===== src/rtl/tdc_event_fifo_pkg.sv =====
// tdc_event_fifo_pkg
//   Shared definitions for the TDC event FIFO: Wishbone register word
//   addresses, STATUS/CTRL bit positions, CTRL reset value and the EV_META
//   packing helper. Imported by tdc_event_fifo and tdc_event_fifo_mem.
package tdc_event_fifo_pkg;

  typedef enum logic [2:0] {
    REG_STATUS  = 3'd0,
    REG_EV_TS   = 3'd1,
    REG_EV_META = 3'd2,
    REG_CTRL    = 3'd3,
    REG_DROPCNT = 3'd4
  } reg_adr_e;

  localparam int STATUS_EMPTY_BIT = 16;
  localparam int STATUS_FULL_BIT  = 17;
  localparam int STATUS_OVF_BIT   = 18;

  localparam int CTRL_EN_BIT    = 0;
  localparam int CTRL_FLUSH_BIT = 1;
  localparam int CTRL_THR_LSB   = 8;

  localparam logic [31:0] CTRL_RESET = 32'h0000_0100;

  // Channel index field carried with every entry; covers up to 64 channels.
  localparam int CH_IDX_W = 6;

  // EV_META layout: [31] valid, [30] polarity, [29:24] channel, [23:0] ts high bits.
  function automatic logic [31:0] pack_meta(input logic pol, input logic [CH_IDX_W-1:0] ch,
                                            input logic [23:0] ts_hi);
    return {1'b1, pol, ch, ts_hi};
  endfunction

endpackage


===== src/rtl/tdc_event_fifo_mem.sv =====
// tdc_event_fifo_mem
//   Synchronous FIFO on an inferred dual-port RAM (registered write, combinational
//   head read). Pushes while full and pops while empty are ignored; flush empties
//   the FIFO and takes priority over a push in the same cycle.
// Ports
//   clk, rst_n      clock, asynchronous active-low reset
//   push, push_data write one entry
//   pop             discard the head entry
//   flush           empty the FIFO
//   head            entry at the read pointer (stale when empty)
//   level           entry count, DEPTH_LOG2+1 bits
//   full, empty     status flags
module tdc_event_fifo_mem
  import tdc_event_fifo_pkg::*;
#(
  parameter int W          = 45,
  parameter int DEPTH_LOG2 = 6
) (
  input  logic                  clk,
  input  logic                  rst_n,
  input  logic                  push,
  input  logic [W-1:0]          push_data,
  input  logic                  pop,
  input  logic                  flush,
  output logic [W-1:0]          head,
  output logic [DEPTH_LOG2:0]   level,
  output logic                  full,
  output logic                  empty
);

  localparam int DEPTH = 1 << DEPTH_LOG2;
  localparam int LW    = DEPTH_LOG2 + 1;

  logic [W-1:0]            mem_q [DEPTH];
  logic [DEPTH_LOG2-1:0]   wr_ptr_q, wr_ptr_d;
  logic [DEPTH_LOG2-1:0]   rd_ptr_q, rd_ptr_d;
  logic [LW-1:0]           level_q, level_d;
  logic                    do_push, do_pop;

  assign full    = (level_q == LW'(DEPTH));
  assign empty   = (level_q == '0);
  assign do_push = push & ~full & ~flush;
  assign do_pop  = pop & ~empty & ~flush;
  assign head    = mem_q[rd_ptr_q];
  assign level   = level_q;

  always_comb begin
    wr_ptr_d = wr_ptr_q;
    rd_ptr_d = rd_ptr_q;
    level_d  = level_q;
    if (flush) begin
      wr_ptr_d = '0;
      rd_ptr_d = '0;
      level_d  = '0;
    end else begin
      if (do_push) wr_ptr_d = wr_ptr_q + DEPTH_LOG2'(1);
      if (do_pop)  rd_ptr_d = rd_ptr_q + DEPTH_LOG2'(1);
      level_d = level_q + LW'(do_push) - LW'(do_pop);
    end
  end

  always_ff @(posedge clk or negedge rst_n) begin
    if (!rst_n) begin
      wr_ptr_q <= '0;
      rd_ptr_q <= '0;
      level_q  <= '0;
    end else begin
      wr_ptr_q <= wr_ptr_d;
      rd_ptr_q <= rd_ptr_d;
      level_q  <= level_d;
    end
  end

  // RAM storage is not reset so it maps onto block/distributed RAM.
  always_ff @(posedge clk) begin
    if (do_push) mem_q[wr_ptr_q] <= push_data;
  end

endmodule


===== src/rtl/tdc_event_fifo.sv =====
// tdc_event_fifo
//   Captures per-channel TDC detect events {channel, polarity, timestamp} into a
//   FIFO read by the CPU over Wishbone. Each channel has a one-deep pending
//   register; pendings drain into the FIFO one per cycle, round-robin starting
//   after the last served channel. Level interrupt on a programmable threshold.
//   Optional feature macro: TDC_EVFIFO_DROPCNT_EN adds a 16-bit saturating
//   dropped-event counter at word address 4 (reads 0 when undefined).
// Ports
//   sys_clk, sys_rst_n   clock, asynchronous active-low reset
//   ev_stb_i/ev_pol_i    per-channel detect strobe and edge polarity
//   ev_ts_i              timestamps, channel c at [c*TS_W +: TS_W]
//   wb_*                 Wishbone slave, word addressed, one wait state
//   irq_o                registered level interrupt
module tdc_event_fifo
  import tdc_event_fifo_pkg::*;
#(
  parameter int CH_COUNT   = 2,
  parameter int TS_W       = 38,
  parameter int DEPTH_LOG2 = 6
) (
  input  logic                     sys_clk,
  input  logic                     sys_rst_n,
  input  logic [CH_COUNT-1:0]      ev_stb_i,
  input  logic [CH_COUNT-1:0]      ev_pol_i,
  input  logic [CH_COUNT*TS_W-1:0] ev_ts_i,
  input  logic [2:0]               wb_adr_i,
  input  logic [31:0]              wb_dat_i,
  output logic [31:0]              wb_dat_o,
  input  logic                     wb_cyc_i,
  input  logic                     wb_stb_i,
  input  logic                     wb_we_i,
  output logic                     wb_ack_o,
  output logic                     irq_o
);

  localparam int ENTRY_W = 1 + CH_IDX_W + TS_W;
  localparam int LW      = DEPTH_LOG2 + 1;

  logic                               ack_q, ack_d;
  logic [31:0]                        dat_q, dat_d;
  logic                               irq_q, irq_d;
  logic                               enable_q, enable_d;
  logic [7:0]                         thr_q, thr_d;
  logic                               ovf_q, ovf_d;
  logic [CH_IDX_W-1:0]                last_q, last_d;
  logic [CH_COUNT-1:0]                pend_q, pend_d;
  logic [CH_COUNT-1:0]                pol_q, pol_d;
  logic [CH_COUNT-1:0][TS_W-1:0]      ts_q, ts_d;

  logic                               access, wr, rd, pop, flush, ovf_clr;
  logic                               hi_found, lo_found;
  logic [CH_IDX_W-1:0]                hi_idx, lo_idx, sel_idx;
  logic                               push;
  logic [ENTRY_W-1:0]                 push_data;
  logic [CH_COUNT-1:0]                gnt, drop;
  logic [ENTRY_W-1:0]                 head;
  logic [LW-1:0]                      level;
  logic                               full, empty;
  logic [31:0]                        rdata;
  logic                               unused_dat;

  assign unused_dat = ^{wb_dat_i[31:19], wb_dat_i[17:16], wb_dat_i[7:2]};

  // Side effects happen on the edge that raises ack.
  assign access  = wb_cyc_i & wb_stb_i & ~ack_q;
  assign wr      = access & wb_we_i;
  assign rd      = access & ~wb_we_i;
  assign flush   = wr & (wb_adr_i == REG_CTRL) & wb_dat_i[CTRL_FLUSH_BIT];
  assign ovf_clr = wr & (wb_adr_i == REG_STATUS) & wb_dat_i[STATUS_OVF_BIT];
  assign pop     = rd & (wb_adr_i == REG_EV_META) & ~empty;

  tdc_event_fifo_mem #(
    .W          (ENTRY_W),
    .DEPTH_LOG2 (DEPTH_LOG2)
  ) u_mem (
    .clk       (sys_clk),
    .rst_n     (sys_rst_n),
    .push      (push),
    .push_data (push_data),
    .pop       (pop),
    .flush     (flush),
    .head      (head),
    .level     (level),
    .full      (full),
    .empty     (empty)
  );

  // Round-robin: lowest pending index above last_q wins, else lowest overall.
  always_comb begin
    hi_found  = 1'b0;
    lo_found  = 1'b0;
    hi_idx    = '0;
    lo_idx    = '0;
    gnt       = '0;
    push_data = '0;
    for (int c = CH_COUNT - 1; c >= 0; c--) begin
      if (pend_q[c]) begin
        if (CH_IDX_W'(c) > last_q) begin
          hi_found = 1'b1;
          hi_idx   = CH_IDX_W'(c);
        end else begin
          lo_found = 1'b1;
          lo_idx   = CH_IDX_W'(c);
        end
      end
    end
    sel_idx = hi_found ? hi_idx : lo_idx;
    push    = (hi_found | lo_found) & ~full & ~flush;
    for (int c = 0; c < CH_COUNT; c++) begin
      if (push && (sel_idx == CH_IDX_W'(c))) begin
        gnt[c]    = 1'b1;
        push_data = {pol_q[c], CH_IDX_W'(c), ts_q[c]};
      end
    end
  end

  // A strobe on a channel whose pending is being drained this cycle reuses the slot.
  always_comb begin
    pend_d = pend_q;
    pol_d  = pol_q;
    ts_d   = ts_q;
    drop   = '0;
    for (int c = 0; c < CH_COUNT; c++) begin
      if (gnt[c]) pend_d[c] = 1'b0;
      if (ev_stb_i[c] && enable_q && !flush) begin
        if (pend_q[c] && !gnt[c]) begin
          drop[c] = 1'b1;
        end else begin
          pend_d[c] = 1'b1;
          pol_d[c]  = ev_pol_i[c];
          ts_d[c]   = ev_ts_i[c*TS_W +: TS_W];
        end
      end
    end
    if (flush) pend_d = '0;
    last_d = push ? sel_idx : last_q;
  end

  // A drop in the same cycle as a clear write wins, so no event goes unreported.
  always_comb begin
    enable_d = enable_q;
    thr_d    = thr_q;
    if (wr && (wb_adr_i == REG_CTRL)) begin
      enable_d = wb_dat_i[CTRL_EN_BIT];
      thr_d    = wb_dat_i[CTRL_THR_LSB +: 8];
    end
    ovf_d = flush ? 1'b0 : ((ovf_q & ~ovf_clr) | (|drop));
    irq_d = enable_q & (thr_q != 8'd0) & (32'(level) >= 32'(thr_q));
    ack_d = access;
  end

`ifdef TDC_EVFIFO_DROPCNT_EN
  logic [15:0] dropcnt_q, dropcnt_d;
  logic [16:0] dropsum;

  always_comb begin
    dropsum = {1'b0, (ovf_clr | flush) ? 16'h0000 : dropcnt_q};
    for (int c = 0; c < CH_COUNT; c++) begin
      dropsum = dropsum + 17'(drop[c]);
    end
    dropcnt_d = dropsum[16] ? 16'hFFFF : dropsum[15:0];
  end

  always_ff @(posedge sys_clk or negedge sys_rst_n) begin
    if (!sys_rst_n) dropcnt_q <= '0;
    else            dropcnt_q <= dropcnt_d;
  end
`endif

  always_comb begin
    rdata = '0;
    case (wb_adr_i)
      REG_STATUS: begin
        rdata[LW-1:0]           = level;
        rdata[STATUS_EMPTY_BIT] = empty;
        rdata[STATUS_FULL_BIT]  = full;
        rdata[STATUS_OVF_BIT]   = ovf_q;
      end
      REG_EV_TS: begin
        if (!empty) rdata = head[31:0];
      end
      REG_EV_META: begin
        if (!empty) rdata = pack_meta(head[ENTRY_W-1], head[TS_W +: CH_IDX_W],
                                      24'(head[TS_W-1:32]));
      end
      REG_CTRL: begin
        rdata[CTRL_EN_BIT]          = enable_q;
        rdata[CTRL_THR_LSB +: 8]    = thr_q;
      end
      REG_DROPCNT: begin
`ifdef TDC_EVFIFO_DROPCNT_EN
        rdata = {16'h0000, dropcnt_q};
`else
        rdata = '0;
`endif
      end
      default: rdata = '0;
    endcase
    dat_d = rd ? rdata : 32'h0;
  end

  always_ff @(posedge sys_clk or negedge sys_rst_n) begin
    if (!sys_rst_n) begin
      ack_q    <= 1'b0;
      dat_q    <= '0;
      irq_q    <= 1'b0;
      enable_q <= CTRL_RESET[CTRL_EN_BIT];
      thr_q    <= CTRL_RESET[CTRL_THR_LSB +: 8];
      ovf_q    <= 1'b0;
      last_q   <= CH_IDX_W'(CH_COUNT - 1);
      pend_q   <= '0;
      pol_q    <= '0;
      ts_q     <= '0;
    end else begin
      ack_q    <= ack_d;
      dat_q    <= dat_d;
      irq_q    <= irq_d;
      enable_q <= enable_d;
      thr_q    <= thr_d;
      ovf_q    <= ovf_d;
      last_q   <= last_d;
      pend_q   <= pend_d;
      pol_q    <= pol_d;
      ts_q     <= ts_d;
    end
  end

  assign wb_ack_o = ack_q;
  assign wb_dat_o = dat_q;
  assign irq_o    = irq_q;

endmodule


===== config.mk =====
export PLATFORM = sky130hd
export DESIGN_NAME = tdc_event_fifo
export DESIGN_NICKNAME = d
export VERILOG_FILES = /design/src/rtl/tdc_event_fifo_pkg.sv /design/src/rtl/tdc_event_fifo_mem.sv /design/src/rtl/tdc_event_fifo.sv
export SDC_FILE = /design/constraint.sdc
export NUM_CORES = 2
export LEC_CHECK = 0
export BUFFER_PORTS_ARGS = -buffer_cell sky130_fd_sc_hd__buf_2
export CAP_MARGIN = 20
export CORE_MARGIN = 3
export CORE_UTILIZATION = 55
export CTS_CLUSTER_DIAMETER = 30
export DETAILED_ROUTE_END_ITERATION = 7
export PLACE_DENSITY = 0.71
export REMOVE_ABC_BUFFERS = 1
export SETUP_SLACK_MARGIN = 0.2
export SLEW_MARGIN = 10
export SYNTH_ARGS = -nofsm -noshare
export SYNTH_HDL_FRONTEND = slang
export SYNTH_SLANG_ARGS = --single-unit

===== constraint.sdc =====
create_clock -name sys_clk -period 6.71 [get_ports sys_clk]
set_input_delay 1.342 -clock sys_clk [delete_from_list [all_inputs] [get_ports sys_clk]]
set_output_delay 1.342 -clock sys_clk [all_outputs]
set_load 0.005 [all_outputs]

==> impl_summary.log <==
INFO  metric detail_route.drc_violations = 0
INFO  metric critPathArrivalTime = 5.31 ns
INFO  metric fin_setup_tns = 0 ns
INFO  metric synthDistinctLibCells = 67
INFO  metric static-leakage-power = 41.1 nW
INFO  metric grt_pass1_wl = 419,000 um
INFO  metric synth-warning-count = 0
INFO  metric critPathRequiredTime = 7.33 ns
INFO  metric regToRegStartpoint = u_mem.level[5]
INFO  metric design.final.nets = 5,321
INFO  metric grt.overflow.total = 0
INFO  metric netlist_area = 104,000 um2
INFO  metric die_height = 441 um
INFO  metric synth_largest_area_cell = edfxtp_1
INFO  metric fin_total_pwr = 54.8 mW
INFO  metric postRouteAntennaNets = 0
INFO  metric grt_max_degree = 103
INFO  metric syn_avg_cell_area = 22.6 um2
INFO  metric first_pass_iters = 8
INFO  metric critical_path.max_fanout = 17
INFO  metric std_cell_rows = 159
INFO  metric layout.filler_cells = 11,200
INFO  metric fmax = 213 MHz
INFO  metric gpl.final_weighted_congestion = 0.829
INFO  metric setup.worst_path.start_class = flip-flop
INFO  metric worst-setup-path-type = flip-flop to flip-flop
INFO  metric layout-drive-gt1-share = 37.1%
INFO  metric timing.clock.skew = 0.0870 ns
INFO  metric vias = 54,700
INFO  metric power.ir.vdd_worst = 0.456 mV
INFO  metric postLayoutCoreUtil = 67.0%
INFO  metric synth_enable_flop_cells = 2,560
INFO  metric antenna_found_initial = 7
INFO  metric clkLatencyLatePin = 1.01 ns
INFO  metric rr_worst_depth = 9
INFO  metric yosys_register_bits = 2,704
INFO  metric ys_top_cells_by_area = edfxtp_1 (74%), mux4_2 (16%), dfrtp_1 (3.4%), mux2_2 (1.1%), mux2i_1 (0.81%)
INFO  metric worst_pin_slew = 1.19 ns
INFO  metric clock_tree.buffer_depth = 4
INFO  metric h-tree-depth = 5
INFO  metric grt_use_total = 30.9%
INFO  metric final_min_period_over_clock_period = 70.0%
INFO  metric synth_async_sr_flop_share = 5.33%
INFO  metric maxSlewViolCount = 0
INFO  metric cts_made_buffers = 474
INFO  metric grt_setup_unrepaired = false
INFO  metric synthCells = 4,596
INFO  metric detailed_place_hpwl = 154,000 um
INFO  metric root_buffer = clkbuf_16
INFO  metric number_of_global_route_vias_before_repair = 56,500
INFO  metric port-buffer-count = 132
INFO  metric initial_core_util = 55.3%
INFO  metric endpoint_kind = flip-flop
INFO  metric synth_most_common_cell = edfxtp_1
INFO  metric route.detailed.vias_per_inst = 6.78
INFO  metric hp-class = input port to asynchronous set/reset pin
INFO  metric yosys.area.top_type_share = 73.9%
INFO  metric drt_first_iter_violations = 8,000
INFO  metric netlist_top_cells_count = edfxtp_1 (2,560), mux4_2 (727), nand2_1 (166), dfrtp_1 (142), nor2_1 (135)
INFO  metric slew_headroom = 20.3%
INFO  metric outcome = finished clean
INFO  metric critical_path.reg2reg.endpoint = u_mem.mem_q[4][18]
INFO  metric clk_pin_slew_worst_paths = 0.05 ns
INFO  metric dieWidth = 441 um
INFO  metric wire_per_inst = 36.7 um
INFO  metric area.growth.synth_to_final = 21.0%
INFO  metric finalWorstPathRequiredPeriod = 4.70 ns
INFO  metric max_cap_viols = 0
INFO  metric cts_tree = yes
INFO  metric power.density = 435 nW/um2
INFO  metric synth_flop_cell = edfxtp_1
INFO  metric timing_hold_violations_final = 0
INFO  metric floorplan.die_area = 194,000 um2
INFO  metric number_of_gates_resized_after_cts = 0
INFO  metric holdBufCountCts = 0
INFO  metric cts.sinks = 2,704
INFO  metric yosysSeqAreaShare = 77.3%
INFO  metric core_area = 188,000 um2
INFO  metric worst-r2r-setup-slack = 2.01 ns
INFO  metric pin_count = 154
INFO  metric cts.repair_timing.setup_buffer_count = 0
INFO  metric routed_wl = 297,000 um
INFO  metric final_setup_viols = 0
area by class of cell:
cell class,count,area [um2],share of cell area [%]
multi-input cells,1626,23200,18.4
flip-flops and latches,2704,80500,63.9
clock buffers,543,12300,9.77
well taps,2495,3120,2.48
inverters,21,83.8,0.0666
diodes,5,12.5,0.00994
repair buffers,355,2930,2.33
clock inverters,326,3800,3.02
through the flow:
step	setup WS [ns]	std cells	area (um2)	hold slack [ns]
after CTS	2.12	8066	126000	0.423
after floorplan	-20.15	4351	103000	0.477
after global placement	1.36	7196	110000	0.487
after global routing	1.96	8070	126000	0.456
after detailed placement	1.42	7197	110000	0.493
final	2.01	8075	126000	0.424
cells by family (layout without fill, tap and decap cells):
kind of cell / Yosys count / after routing / share of synthesized area (%)
flip-flops: 2704 / 2704 / 77.3
AND/OR/NAND/NOR: 419 / 419 / 1.79
AO/OA/AOI/OAI: 270 / 270 / 1.63
buffers and inverters: 266 / 1245 / 1.32
adder cells (fa/ha/maj): 19 / 19 / 0.236
other: 0 / 5 / 0
multiplexers: 910 / 910 / 17.6
XOR/XNOR: 8 / 8 / 0.0673
state kept, by name (all words and copies together), names as in the netlist:
name	cells
u_mem.mem_q	2560
ts_q	76
wb_dat_o	32
thr_q	8
u_mem.level	7
u_mem.rd_ptr_q	6
u_mem.wr_ptr_q	6
pend_q	2
pol_q	2
enable_q	1
irq_o	1
last_q	1
ovf_q	1
wb_ack_o	1
critical path, stage by stage, from the launching register on:
cell and delay [ns]:
dfrtp_1 0.62, inv_1 0.13, ha_1 0.22, nor4bb_1 0.16, and2_1 0.21, or3_4 0.57
inv_2 0.22, nand3_1 0.75, nor2_4 0.95, buf_4 0.47
power by group:
group          internal (mW)  total [mW]  leakage (nW)  switching [mW]
clock                   15.9        24.1          7.77            8.24
combinational           2.90        8.57          8.03            5.67
sequential              21.6        22.1          25.3           0.471
per-layer routing:
layer | GRT usage (%) | up-vias | share of wire [%]
met5 | 0 | - | 0
met1 | 41.2 | 29000 | 35
met2 | 48.5 | 4119 | 48
met3 | 6.85 | 798 | 11
met4 | 16.3 | 0 | 5.8
li1 | - | 20800 | -
worst max path at each step:
stage | start | endpoint | slack [ns]
2_1_floorplan | u_mem.rd_ptr_q[0] | wb_dat_o[1] | -20.15
3_3_place_gp | wb_stb_i | u_mem.mem_q[37][35] | 1.36
3_5_place_dp | wb_stb_i | u_mem.mem_q[4][8] | 1.42
4_1_cts | u_mem.level[3] | u_mem.mem_q[4][24] | 2.12
5_1_grt | u_mem.level[3] | u_mem.mem_q[4][24] | 1.96
6_report | u_mem.level[5] | u_mem.mem_q[4][18] | 2.01
layout by cell type, fill, tap and decap left out, types with 50 or more instances in the layout:
cell        Yosys  final
edfxtp_1     2560   2560
mux4_2        727    727
clkbuf_16       0    479
buf_4          44    175
nand2_1       166    165
dfrtp_1       142    136
buf_2          62    131
mux2_2         99     99
mux2i_1        84     84
clkinv_2        0     84
bufinv_16       0     72
nor2_1        135     69
nor2_4          0     65
clkbuf_1       88     56
o21ai_0        55     55
clkinv_1        1     52
clkinvlp_4      0     50
Note: power is estimated with default switching activity, not from simulation.
